### config.mk
export PLATFORM = sky130hd
export DESIGN_NAME = ocp2axi
export DESIGN_NICKNAME = d
export VERILOG_FILES = /design/src/rtl/pcie_ocp_pkg.sv /design/src/rtl/cpl_hdr_pack.sv /design/src/rtl/ocp2axi.sv
export SDC_FILE = /design/constraint.sdc
export NUM_CORES = 1
export LEC_CHECK = 0
export CORE_MARGIN = 1.5
export CORE_UTILIZATION = 55
export CTS_BUF_LIST = sky130_fd_sc_hd__clkbuf_2
export CTS_CLUSTER_DIAMETER = 30
export DETAILED_ROUTE_END_ITERATION = 6
export PLACE_DENSITY_LB_ADDON = 0.12
export SETUP_SLACK_MARGIN = 0.2
export SLEW_MARGIN = 20
export SYNTH_ARGS = -nofsm -noshare
export SYNTH_HDL_FRONTEND = slang
export SYNTH_SLANG_ARGS = --single-unit
### constraint.sdc
create_clock -name clk -period 4.9 [get_ports clk]
set_input_delay 0.98 -clock clk [delete_from_list [all_inputs] [get_ports clk]]
set_output_delay 0.98 -clock clk [all_outputs]
set_load 0.005 [all_outputs]
### src/rtl/pcie_ocp_pkg.sv
// rtl/pcie_ocp_pkg.sv - shared codes and state encoding for the OCP-to-AXI completion path
package pcie_ocp_pkg;

  // OCP SResp encodings
  localparam logic [1:0] SRESP_NULL = 2'b00;
  localparam logic [1:0] SRESP_DVA  = 2'b01;
  localparam logic [1:0] SRESP_FAIL = 2'b10;
  localparam logic [1:0] SRESP_ERR  = 2'b11;

  // Fmt/Type byte for completions with and without data
  localparam logic [7:0] FMT_TYPE_CPLD = 8'h4A;
  localparam logic [7:0] FMT_TYPE_CPL  = 8'h0A;

  // Completion status codes
  localparam logic [2:0] CPL_SC = 3'b000;
  localparam logic [2:0] CPL_UR = 3'b001;
  localparam logic [2:0] CPL_CA = 3'b100;

  typedef enum logic [2:0] {
    ST_IDLE,
    ST_FIRST,
    ST_HDR0,
    ST_HDR1,
    ST_COLLECT,
    ST_SEND,
    ST_DRAIN
  } state_e;

endpackage

### src/rtl/cpl_hdr_pack.sv
// rtl/cpl_hdr_pack.sv - combinational 3DW completion header former
module cpl_hdr_pack
  import pcie_ocp_pkg::*;
(
  input  logic [9:0]  len_i,
  input  logic [15:0] rid_i,
  input  logic [7:0]  tag_i,
  input  logic [6:0]  la_i,
  input  logic [15:0] cid_i,
  input  logic [2:0]  status_i,
  output logic [31:0] dw0_o,
  output logic [31:0] dw1_o,
  output logic [31:0] dw2_o
);

  logic        cpld;
  logic [11:0] bc;
  logic [9:0]  len_field;

  // Only a successful completion carries data; aborted ones go out as Cpl
  assign cpld      = (status_i == CPL_SC);
  // length*4 truncated to 12 bits, so 1024 DW naturally encodes as 0
  assign bc        = {len_i, 2'b00};
  assign len_field = cpld ? len_i : 10'd0;

  assign dw0_o = {len_field[7:0], 6'd0, len_field[9:8], 8'h00,
                  cpld ? FMT_TYPE_CPLD : FMT_TYPE_CPL};
  assign dw1_o = {bc[7:0], status_i, 1'b0, bc[11:8], cid_i[7:0], cid_i[15:8]};
  assign dw2_o = {1'b0, la_i, tag_i, rid_i[7:0], rid_i[15:8]};

endmodule

### src/rtl/ocp2axi.sv
// rtl/ocp2axi.sv - builds PCIe completion TLPs from OCP read responses onto an AXI stream
module ocp2axi
  import pcie_ocp_pkg::*;
(
  input  logic        clk,
  input  logic        reset,
  input  logic        req_valid,
  output logic        req_ready,
  input  logic [9:0]  req_length,
  input  logic [15:0] req_requester_id,
  input  logic [7:0]  req_tag,
  input  logic [6:0]  req_lower_addr,
  input  logic [15:0] completer_id,
  input  logic [1:0]  s_resp,
  input  logic [31:0] s_data,
  output logic        m_respaccept,
  output logic        s_axis_tvalid,
  input  logic        s_axis_tready,
  output logic [63:0] s_axis_tdata,
  output logic [7:0]  s_axis_tkeep,
  output logic        s_axis_tlast,
  output logic        cpl_err
);

  state_e      state_q, state_d;
  logic [9:0]  len_q, len_d;
  logic [15:0] rid_q, rid_d;
  logic [7:0]  tag_q, tag_d;
  logic [6:0]  la_q, la_d;
  logic [31:0] hold_q, hold_d;
  logic [2:0]  status_q, status_d;
  logic        sticky_q, sticky_d;
  logic [10:0] rem_q, rem_d;
  logic [63:0] pair_q, pair_d;
  logic        half_q, half_d;
  logic        last_q, last_d;
  logic        phase_q, phase_d;
  logic [31:0] dw0, dw1, dw2;
  logic        resp_valid;

  assign resp_valid = (s_resp != SRESP_NULL);

  cpl_hdr_pack u_hdr (
    .len_i    (len_q),
    .rid_i    (rid_q),
    .tag_i    (tag_q),
    .la_i     (la_q),
    .cid_i    (completer_id),
    .status_i (status_q),
    .dw0_o    (dw0),
    .dw1_o    (dw1),
    .dw2_o    (dw2)
  );

  // State and datapath registers; reset abandons any packet in flight
  always_ff @(posedge clk) begin
    if (reset) begin
      state_q  <= ST_IDLE;
      len_q    <= '0;
      rid_q    <= '0;
      tag_q    <= '0;
      la_q     <= '0;
      hold_q   <= '0;
      status_q <= CPL_SC;
      sticky_q <= 1'b0;
      rem_q    <= '0;
      pair_q   <= '0;
      half_q   <= 1'b0;
      last_q   <= 1'b0;
      phase_q  <= 1'b0;
    end else begin
      state_q  <= state_d;
      len_q    <= len_d;
      rid_q    <= rid_d;
      tag_q    <= tag_d;
      la_q     <= la_d;
      hold_q   <= hold_d;
      status_q <= status_d;
      sticky_q <= sticky_d;
      rem_q    <= rem_d;
      pair_q   <= pair_d;
      half_q   <= half_d;
      last_q   <= last_d;
      phase_q  <= phase_d;
    end
  end

  // Next state, response capture and stream presentation; presented beats come
  // only from registers so they stay frozen while the FIFO stalls
  always_comb begin
    state_d       = state_q;
    len_d         = len_q;
    rid_d         = rid_q;
    tag_d         = tag_q;
    la_d          = la_q;
    hold_d        = hold_q;
    status_d      = status_q;
    sticky_d      = sticky_q;
    rem_d         = rem_q;
    pair_d        = pair_q;
    half_d        = half_q;
    last_d        = last_q;
    phase_d       = phase_q;
    req_ready     = 1'b0;
    m_respaccept  = 1'b0;
    s_axis_tvalid = 1'b0;
    s_axis_tdata  = '0;
    s_axis_tkeep  = '0;
    s_axis_tlast  = 1'b0;
    unique case (state_q)
      ST_IDLE: begin
        req_ready = !reset;
        if (req_valid && !reset) begin
          len_d    = req_length;
          rid_d    = req_requester_id;
          tag_d    = req_tag;
          la_d     = req_lower_addr;
          rem_d    = (req_length == 10'd0) ? 11'd1024 : {1'b0, req_length};
          sticky_d = 1'b0;
          status_d = CPL_SC;
          phase_d  = 1'b0;
          state_d  = ST_FIRST;
        end
      end
      ST_FIRST: begin
        m_respaccept = 1'b1;
        if (resp_valid) begin
          hold_d   = s_data;
          status_d = (s_resp == SRESP_DVA) ? CPL_SC : CPL_CA;
          rem_d    = rem_q - 11'd1;
          state_d  = ST_HDR0;
        end
      end
      ST_HDR0: begin
        s_axis_tvalid = 1'b1;
        s_axis_tdata  = {dw1, dw0};
        s_axis_tkeep  = 8'hFF;
        if (s_axis_tready) state_d = ST_HDR1;
      end
      ST_HDR1: begin
        s_axis_tvalid = 1'b1;
        if (status_q == CPL_SC) begin
          s_axis_tdata = {hold_q, dw2};
          s_axis_tkeep = 8'hFF;
          s_axis_tlast = (rem_q == 11'd0);
          if (s_axis_tready) state_d = (rem_q == 11'd0) ? ST_IDLE : ST_COLLECT;
        end else begin
          s_axis_tdata = {32'd0, dw2};
          s_axis_tkeep = 8'h0F;
          s_axis_tlast = 1'b1;
          if (s_axis_tready) state_d = (rem_q == 11'd0) ? ST_IDLE : ST_DRAIN;
        end
      end
      ST_COLLECT: begin
        m_respaccept = 1'b1;
        if (resp_valid) begin
          rem_d = rem_q - 11'd1;
          if (s_resp != SRESP_DVA) sticky_d = 1'b1;
          if (!phase_q) begin
            pair_d = {32'd0, s_data};
            if (rem_q == 11'd1) begin
              half_d  = 1'b1;
              last_d  = 1'b1;
              state_d = ST_SEND;
            end else begin
              phase_d = 1'b1;
            end
          end else begin
            pair_d  = {s_data, pair_q[31:0]};
            half_d  = 1'b0;
            last_d  = (rem_q == 11'd1);
            phase_d = 1'b0;
            state_d = ST_SEND;
          end
        end
      end
      ST_SEND: begin
        s_axis_tvalid = 1'b1;
        s_axis_tdata  = pair_q;
        s_axis_tkeep  = half_q ? 8'h0F : 8'hFF;
        s_axis_tlast  = last_q;
        if (s_axis_tready) state_d = last_q ? ST_IDLE : ST_COLLECT;
      end
      ST_DRAIN: begin
        m_respaccept = 1'b1;
        if (resp_valid) begin
          rem_d = rem_q - 11'd1;
          if (rem_q == 11'd1) state_d = ST_IDLE;
        end
      end
      default: state_d = ST_IDLE;
    endcase
  end

  // Errored-completion pulse rides on the transfer of the final beat
  assign cpl_err = s_axis_tvalid & s_axis_tready & s_axis_tlast &
                   (sticky_q | (status_q == CPL_CA));

endmodule

==> impl_metrics.csv <==
group,metric,value,unit
clock_network,clk_pin_slew,0.23,ns
finish,final_cells,1229,
timing,final-hold-violation-count,0,
grt,via_count_of_the_first_global_routing_pass,6555,
power_and_ir_drop,p_comb_share,37.7,%
finish,final.fill_count,1077,
clock_network,cts_hold_buf,0,
synth,ys_warn_count,0,
synth,post-synth-top-area-cell,"dfxtp_1",
run,maxCapViolations,0,
floorplan,fp.dieArea,0.01365,mm2
grt,grt_first_pass_wirelength,33.49,mm
clock_network,clock_insertion_delay_worst_skew,0.72,ns
synth,synth_most_common_cell,"nand2_1",
grt,grt_antenna_before_repair,0,
routing,viasPerCell,5.905,
timing,worst_clock_skew,0.02427,ns
floorplan,fp.dieW,116.8,um
timing,max_freq,225.6,MHz
min_path,min_path_type,"flop to flop",
floorplan,top_level_ports,172,
timing,totalNegativeSetupSlack,0,ns
synth,synthDominantCellAreaShare,43.81,%
status,run_status,"complete, no violations",
power_and_ir_drop,powerDensity,421.7,mW/mm2
grt,overflow,0,
synth,netlist_top_cells_count,"nand2_1, dfxtp_1, a21oi_1, clkbuf_1, nand3b_1",
setup_path,timing.setup.critical_path_class,"flop to output pin",
placed_design,place.detailed.instances,1197,
setup_path,timing.critical_path.required,3.92,ns
routing,route.detailed.wl_per_inst,17.70,um
placed_design,port-buffer-count,171,
finish,num_antenna_cells,0,
grt,grt.total_usage,32.07,%
clock_network,clock_root_buffer,"clkbuf_2",
clock_network,max-clock-path-buffers,2,
floorplan,rows,41,
routing,routed_wl,21.75,mm
timing,final-setup-viol-count,0,
clock_network,cts_sink_count,156,
floorplan,core-area,0.01262,mm2
routing,postRouteAntennaNets,0,
timing,time_the_final_worst_path_needs_with_i_o_delays_and_setup,4.432,ns
synth,synth.ff_latch_count,156,
clock_network,cts_setup_buffers,0,
timing,worst_pin_slew,0.9515,ns
timing,maxSlewViolCount,0,
clock_network,cts_bufs_inserted,17,
power_and_ir_drop,swShare,36.80,%
floorplan,die_y,116.8,um
timing,rsz0062_at_grt,"false",
finish,final_nets,1141,
power_and_ir_drop,clock_power_share,21.0,%
synth,netlist_top_cells_area,"dfxtp_1, nand2_1, a21oi_1",
finish,multi_input_gate_area,0.003506,mm2
placed_design,dp_hpwl,14.53,mm
routing,vias,7257,
synth,synth.lib_cells_used.distinct,60,
synth,dominantRegCellSynth,"dfxtp_1",
power_and_ir_drop,worst_ir_drop_vdd,0.0002682,V
synth,synthArstFlopShare,0,%
setup_path,worst_setup_path_start_kind,"flop",
clock_network,h-tree-depth,4,
finish,ff_latch_area,0.003123,mm2
floorplan,floorplan.initialDensity,56.48,%
placed_design,gp_congestion,0.9657,
clock_network,post_cts_resized,0,
setup_path,setup.worst_path.end_class,"output pin",
setup_path,worstPathArrival,3.45,ns
synth,synth.cell_area,0.007128,mm2
timing,relSlewSlack,36.57,%
power_and_ir_drop,share_seq_of_total_power,41.3,%
synth,syn-num-nets,1014,
synth,synth-edff-count,0,
routing,initialDrtViolationCount,1074,
power_and_ir_drop,internal_power,0.002431,W
power_and_ir_drop,p_leak,3.549,nW
synth,syn_area_per_cell,7.773,um2
setup_path,worst-path-max-fanout,21,
power_and_ir_drop,netSwitchingPower,0.001416,W
finish,layout-drive-gt1-share,6.528,%
synth,postSynthCellCount,917,
routing,drt_pass1_iterations,7,
finish,area_delta_synth_final,27.98,%
routing,post-route-drc-count,0,
clock_network,cts_tree,"built",
grt,maximum_number_of_pins_on_one_net_before_global_route_repair,96,
timing,period_share,90.45,%
synth,seq_area_frac_synth,43.81,%
critical path: stages (launching register included):
cell             delay, ns
dfxtp_1               0.72
nor2b_1               0.34
and2_0                0.59
buf_4                 0.37
a222oi_1              0.12
inv_1                 0.07
clkdlybuf4s50_1       0.52
state kept, by name, summed over array words and instances, names as in the netlist:
register / flops
half_q: 1
sticky_q: 1
hold_q: 32
tag_q: 8
pair_q: 64
status_q: 1
la_q: 7
phase_q: 1
rem_q: 11
rid_q: 16
len_q: 10
last_q: 1
state_q: 3
cell type report:
class	instances	share of cell area (%)
well taps	172	2.359
clock inverters	14	2.112
inverters	41	1.687
flip-flops and latches	156	34.23
clock buffers	18	0.9875
multi-input cells	641	38.43
repair buffers	187	20.19
power groups by stage:
stage	Sequential (W)	Combinational [W]	Clock, W
after floorplan	0.00156	0.000921	0
after global placement	0.00161	0.00141	0
after detailed placement	0.00161	0.00143	0
after CTS	0.00158	0.00144	0.000816
after global routing	0.00161	0.00158	0.000872
final	0.00159	0.00145	0.000808
cells in the final DEF, fill, tap and decap left out, types with 7 or more instances in the layout:
cell type | netlist | layout
a22o_1 | 27 | 27
nand3b_1 | 41 | 41
clkbuf_2 | 0 | 18
nor3_1 | 9 | 9
o21ai_0 | 13 | 13
inv_1 | 40 | 40
dfxtp_1 | 156 | 156
clkdlybuf4s50_1 | 0 | 170
nor2_1 | 21 | 19
a222oi_1 | 35 | 35
nand2_1 | 256 | 256
a21oi_1 | 115 | 115
buf_4 | 10 | 16
nand3_1 | 37 | 37
nor2b_1 | 7 | 7
metrics by stage:
stage               total power [W]  setup WS [ns]  cell area [um2]  hold WS, ns  utilization, %
global route               0.004060         0.2332             9123       0.4875           72.29
floorplan                  0.002478          2.329             7128       0.4313               -
detailed placement         0.003036          1.329             8840       0.4453           70.05
global placement           0.003017          1.406             8840       0.4395           70.05
CTS                        0.003836         0.4745             9123       0.4678           72.29
finish                     0.003847         0.4681             9123       0.4686           72.29
final timing paths:
| check | to | cells after the start | start | slack [ns] |
|---|---|---|---|---|
| worst max-delay path | s_axis_tdata[17] | 6 | state_q[1]$_SDFFE_PP0P_ | 0.47 |
| worst min-delay path | hold_q[15]$_SDFFE_PP0P_ | 2 | hold_q[15]$_SDFFE_PP0P_ | 0.47 |
| worst max register to register | pair_q[27]$_SDFFE_PP0P_ | 7 | state_q[2]$_SDFFE_PP0P_ | 2.15 |
| worst min register to register | hold_q[15]$_SDFFE_PP0P_ | 2 | hold_q[15]$_SDFFE_PP0P_ | 0.47 |
per-layer routing:
layer  wire length, um  track usage [%]
met1              8647            40.12
met2             10140            51.46
met3              1837            7.312
met4              1129            17.75
met5                 0                0
logic make-up (layout without fill, tap and decap cells):
kind of cell / count (synthesis) / in the layout / share of synthesized area [%]
muxes: 3 / 3 / 0.4388
and+or+nand+nor: 416 / 416 / 27.51
buffers and inverters: 120 / 260 / 7.179
DFF: 156 / 156 / 43.81
adders and majority gates: 2 / 2 / 0.3510
AOI/OAI and AO/OA: 220 / 220 / 20.71
(Power assumes the default switching activity.)
